File: src/rtl/data_bus_pkg.sv
// data_bus_pkg: shared state encoding and width helper for the arbitrated data bus
package data_bus_pkg;
  localparam logic ST_IDLE = 1'b0;
  localparam logic ST_OWN  = 1'b1;
  function automatic int clog2w(input int n);
    return (n > 1) ? $clog2(n) : 1;
  endfunction
endpackage

File: src/rtl/rr_priority_picker.sv
// rr_priority_picker: first requester found scanning upward from start_i with wrap
module rr_priority_picker import data_bus_pkg::*; #(
  parameter int NUM_SRC = 4,
  localparam int ID_W = clog2w(NUM_SRC)
) (
  input  logic [NUM_SRC-1:0] req_masked_i,
  input  logic [ID_W-1:0]    start_i,
  output logic [NUM_SRC-1:0] onehot_o,
  output logic [ID_W-1:0]    idx_o
);
  localparam logic [ID_W:0] NS = (ID_W+1)'(NUM_SRC);
  logic [ID_W:0] k;
  logic found;
  // Walk the sources from start_i, wrapping past the last one; the first hit wins
  always_comb begin
    onehot_o = '0;
    idx_o = '0;
    found = 1'b0;
    k = '0;
    for (int i = 0; i < NUM_SRC; i++) begin
      k = {1'b0, start_i} + (ID_W+1)'(i);
      if (k >= NS) k = k - NS;
      if (!found && req_masked_i[k[ID_W-1:0]]) begin
        found = 1'b1;
        onehot_o[k[ID_W-1:0]] = 1'b1;
        idx_o = k[ID_W-1:0];
      end
    end
  end
endmodule

File: src/rtl/data_bus_arbiter_nto1.sv
// data_bus_arbiter_nto1: arbitrated N-to-1 data bus with registered grant and word
module data_bus_arbiter_nto1 import data_bus_pkg::*; #(
  parameter int NUM_SRC  = 4,
  parameter int DATA_W   = 8,
  parameter int RR_MODE  = 1,
  parameter int MAX_HOLD = 4,
  localparam int ID_W = clog2w(NUM_SRC)
) (
  input  logic                      clk_i,
  input  logic                      reset_i,
  input  logic [NUM_SRC-1:0]        req_i,
  input  logic [NUM_SRC*DATA_W-1:0] data_in_i,
  output logic [NUM_SRC-1:0]        grant_o,
  output logic [DATA_W-1:0]         data_out_o,
  output logic                      valid_o,
  output logic [ID_W-1:0]           owner_id_o
);
  localparam int HW = clog2w(MAX_HOLD + 1);
  localparam logic [HW-1:0] HOLD_MAX = HW'(MAX_HOLD);
  localparam logic [ID_W-1:0] LAST = ID_W'(NUM_SRC - 1);
  logic state_q, state_d;
  logic [NUM_SRC-1:0] grant_q, grant_d, win_oh;
  logic [ID_W-1:0] owner_q, owner_d, rr_q, rr_d, win_idx, start, sel;
  logic [HW-1:0] hold_q, hold_d;
  logic [DATA_W-1:0] data_q, data_d;
  logic owner_req, others, keep, pick;
  assign owner_req = |(req_i & grant_q);
  assign others = |(req_i & ~grant_q);
  assign keep = (state_q == ST_OWN) && owner_req && (!others || hold_q < HOLD_MAX);
  assign pick = |req_i && !keep;
  assign start = (RR_MODE != 0) ? rr_q : '0;
  // The current owner is masked out, so a forced hand-over never re-picks it and a
  // dropped owner contributes nothing anyway.
  rr_priority_picker #(.NUM_SRC(NUM_SRC)) u_picker (
    .req_masked_i(req_i & ~grant_q),
    .start_i     (start),
    .onehot_o    (win_oh),
    .idx_o       (win_idx)
  );
  // State register
  always_ff @(posedge clk_i or posedge reset_i)
    if (reset_i) state_q <= ST_IDLE;
    else state_q <= state_d;
  // Any request means the bus has an owner after the edge; otherwise it goes idle
  always_comb state_d = |req_i ? ST_OWN : ST_IDLE;
  // Next register values: keep the owner, hand over to the winner, or clear to idle
  always_comb begin
    sel = keep ? owner_q : win_idx;
    grant_d = keep ? grant_q : (pick ? win_oh : '0);
    owner_d = (keep || pick) ? sel : '0;
    hold_d = keep ? ((hold_q < HOLD_MAX) ? hold_q + 1'b1 : hold_q) : (pick ? HW'(1) : '0);
    data_d = (keep || pick) ? data_in_i[sel*DATA_W +: DATA_W] : data_q;
    rr_d = (keep || pick) ? ((sel == LAST) ? '0 : sel + 1'b1) : rr_q;
  end
  // Output, hold-count and pointer registers; data_out keeps its last word when idle
  always_ff @(posedge clk_i or posedge reset_i)
    if (reset_i) begin
      grant_q <= '0;
      owner_q <= '0;
      hold_q <= '0;
      data_q <= '0;
      rr_q <= '0;
    end else begin
      grant_q <= grant_d;
      owner_q <= owner_d;
      hold_q <= hold_d;
      data_q <= data_d;
      rr_q <= rr_d;
    end
  assign grant_o = grant_q;
  assign data_out_o = data_q;
  assign valid_o = state_q;
  assign owner_id_o = owner_q;
endmodule

File: config.mk
export PLATFORM = sky130hd
export DESIGN_NAME = data_bus_arbiter_nto1
export DESIGN_NICKNAME = d
export VERILOG_FILES = /design/src/rtl/data_bus_pkg.sv /design/src/rtl/rr_priority_picker.sv /design/src/rtl/data_bus_arbiter_nto1.sv
export SDC_FILE = /design/constraint.sdc
export NUM_CORES = 1
export LEC_CHECK = 0
export ABC_CLOCK_PERIOD_IN_PS = 3750
export CAP_MARGIN = 20
export CORE_MARGIN = 4
export CORE_UTILIZATION = 30
export CTS_BUF_LIST = sky130_fd_sc_hd__clkbuf_4 sky130_fd_sc_hd__clkbuf_8
export DETAILED_ROUTE_END_ITERATION = 10
export GPL_ROUTABILITY_DRIVEN = 0
export GPL_TIMING_DRIVEN = 1
export PLACE_DENSITY = 0.65
export SYNTH_ARGS = -nofsm -noshare
export SYNTH_HDL_FRONTEND = slang
export SYNTH_SLANG_ARGS = --single-unit
File: constraint.sdc
create_clock -name clk_i -period 3.75 [get_ports clk_i]
set_input_delay 0.9375 -clock clk_i [delete_from_list [all_inputs] [get_ports clk_i]]
set_output_delay 0.9375 -clock clk_i [all_outputs]
set_load 0.005 [all_outputs]
==> flow_summary.json <==
{
  "crit_fanout": 10,
  "final_cell_area_sq_mm": 0.00241,
  "crit_arrival_ps": 3370,
  "ys_ff_latch": 20,
  "synthXorXnorAreaFrac_pct": 0.511,
  "holdCritPathClass": "reg -> reg",
  "synth_edf_count": 0,
  "htreeDepth": 1,
  "synth.avg_cell_area_sq_um": 9.22,
  "setup_violations": 0,
  "status": "finished clean",
  "fin_crit_sh_pct": 85.4,
  "synth-compound-area-share_pct": 27.4,
  "clock_skew_ps": 5.02,
  "hpwl_um": 3890,
  "synthFlopType": "dfrtp_1",
  "final_cell_mix": "clkdlybuf4s50_1, nand2_1, dfrtp_1",
  "numCtsBuffers": 3,
  "yosysUniqueCellTypes": 48,
  "final_layout_size_suffix_gt1_share_pct": 10.2,
  "syn_area_sq_mm": 0.00171,
  "drt_iter0_markers": 176,
  "vdd_drop_max_mv": 0.331,
  "layout.cells.non_filler": 316,
  "grt_pass1_vias": 1714,
  "clock-sinks": 20,
  "fin_setup_tns_ps": 0,
  "cts.path.max_buffers": 2,
  "num-nets-final": 292,
  "hold_viol": 0,
  "timing.fmax_ghz": 0.312,
  "grt_pass1_wl_um": 8600,
  "avgViaCountPerCell": 5.52,
  "num_rows": 27,
  "finalCriticalPeriod_ps": 3200,
  "cp-start-kind": "primary input",
  "grt_max_degree": 21,
  "wl_per_cell_um": 16.1,
  "crit_type": "in -> reg",
  "layout_setup_ws_ps": 547,
  "post_cts_buffers": 0,
  "die-height_um": 83.6,
  "pre_cts_slack_ps": 279,
  "overflow": 0,
  "async_reset_ff_share_pct": 100,
  "critical-path-max-stage-delay_ps": 570,
  "clockRootBuffer": "clkbuf_8",
  "antenna_cells": 0,
  "p_leak_nw": 0.958,
  "yosys_warnings": 0,
  "num-fill-cells": 549,
  "tightest_slew_ps": 789,
  "crit_required_ps": 3920,
  "cts_hold_buf": 0,
  "crit_chain": "clkdlybuf4s50_1 > nor2b_1 > o221ai_1 > a31oi_4 > inv_4 > mux2i_1 > a221oi_1",
  "rsz0062_at_grt": "false",
  "grt_usage_pct": 14.5,
  "drt_wl_total_um": 5100,
  "antenna_found_initial": 0,
  "synthAdderAreaFrac_pct": 6.57,
  "clk_pin_slew_ps": 80,
  "cts_resized": 0,
  "place_area_sq_mm": 0.00235,
  "firstDrtPassIters": 4,
  "die_w_um": 83.6,
  "synth_top_family_by_area": "compound AO/OA/AOI/OAI gates",
  "cts_tree": "built",
  "layout_commonest_cell": "clkdlybuf4s50_1",
  "slew_headroom_pct": 47.4,
  "insertion_delay_ps": 270,
  "powerDensity_mw_per_mm2": 858,
  "coreArea_sq_mm": 0.00554,
  "vias": 1745,
  "antenna_left": 0,
  "die_area_sq_mm": 0.00699,
  "muxShareOfSynthArea_pct": 12.0,
  "slowest_stage": "clkdlybuf4s50_1",
  "timing.final.max_slew_violations": 0,
  "drc": 0,
  "start_util_pct": 30.9,
  "synthCells": 186,
  "area_delta_synth_final_pct": 40.5,
  "io_buffer_count": 52,
  "worstSetupEndpointType": "flop",
  "synthSimpleGateAreaFrac_pct": 19.9,
  "synth_fp_nets": 233,
  "max_cap_violations": 0,
  "dpl.cell_count": 312,
  "ios": 53,
  "ys_seq_area_share_pct": 29.2,
  "holdWs_ps": 542
}
[cell usage after synthesis (all sizes together) (2+ instances only)]
master	number	area [sq um]
and4	7	61.3
buf	7	42.5
nand2b	4	25.0
nand2	21	78.8
a211oi	2	20.0
a221oi	7	61.3
mux4	2	45.0
a22o	7	61.3
a31oi	7	73.8
nor2b	4	27.5
nor3	5	25.0
mux2i	15	150
o221ai	2	17.5
o41ai	2	25.0
a311oi	7	61.3
o21ai	2	10.0
o211ai	2	15.0
ha	9	113
nand3	4	20.0
nor2	17	66.3
a21oi	9	45.0
a2111oi	5	43.8
inv	6	25.0
dfrtp	20	500
[metal layers]
layer | vias to the layer above | global-route usage (%) | part of all wire, %
li1 | 848 | - | -
met1 | 818 | 20.7 | 46
met2 | 73 | 23.1 | 46
met3 | 6 | 1.18 | 6.3
met4 | 0 | 4.53 | 1.4
met5 | - | 0 | 0
[critical path: cells and delay by family]
kind | cells | cell delay, ps
AO/OA/AOI/OAI | 3 | 1120
AND/OR/NAND/NOR | 1 | 470
multiplexers | 1 | 140
buffers and inverters | 2 | 690
[sequential cells by signal (all words and copies together) (netlist names)]
register,cells
data_out_o,8
valid_o,1
rr_q,2
hold_q,3
grant_o,4
owner_id_o,2
[per-stage QoR]
stage          power (W)  util, %
6_report         0.00207     43.5
4_1_cts          0.00207     43.5
5_1_grt          0.00225     43.5
3_3_place_gp     0.00187     42.5
2_1_floorplan    0.00139        -
3_5_place_dp     0.00189     42.5
[worst paths after layout]
path | start | to | slack, ps | depth (start not counted)
min | hold_q[1] | hold_q[1] | 540 | 2
min reg2reg | hold_q[1] | hold_q[1] | 540 | 2
max | req_i[1] | data_out_o[1] | 550 | 7
max in group asynchronous | reset_i | rr_q[0] | 2150 | 2
min in group asynchronous | reset_i | data_out_o[2] | 1110 | 2
max reg2reg | rr_q[1] | data_out_o[6] | 850 | 8
[cell type report]
class                   instances  area (sq um)  share of cell area [%]
clock buffers                   4          55.1                    2.29
multi-input cells             151          1140                    47.3
flip-flops and latches         20           500                    20.8
inverters                       7          28.8                    1.19
well taps                      72          90.1                    3.74
repair buffers                 62           596                    24.7
[power by group]
part | total (W) | leakage [nW] | switching (W) | internal (W)
clock network | 0.000177 | 0.0288 | 0.0000830 | 0.0000939
logic | 0.00147 | 0.696 | 0.000777 | 0.000689
registers | 0.000424 | 0.233 | 0.0000947 | 0.000330
total | 0.00207 | 0.958 | 0.000955 | 0.00111
[cell families (layout without fill, tap and decap cells)]
kind of cell	count (synthesis)	count (layout)
buffers and inverters	15	73
AO/OA/AOI/OAI	56	56
XOR/XNOR	1	1
AND/OR/NAND/NOR	67	67
flip-flops	20	20
adder cells (fa/ha/maj)	9	9
multiplexers	18	18
(Power assumes the default switching activity.)
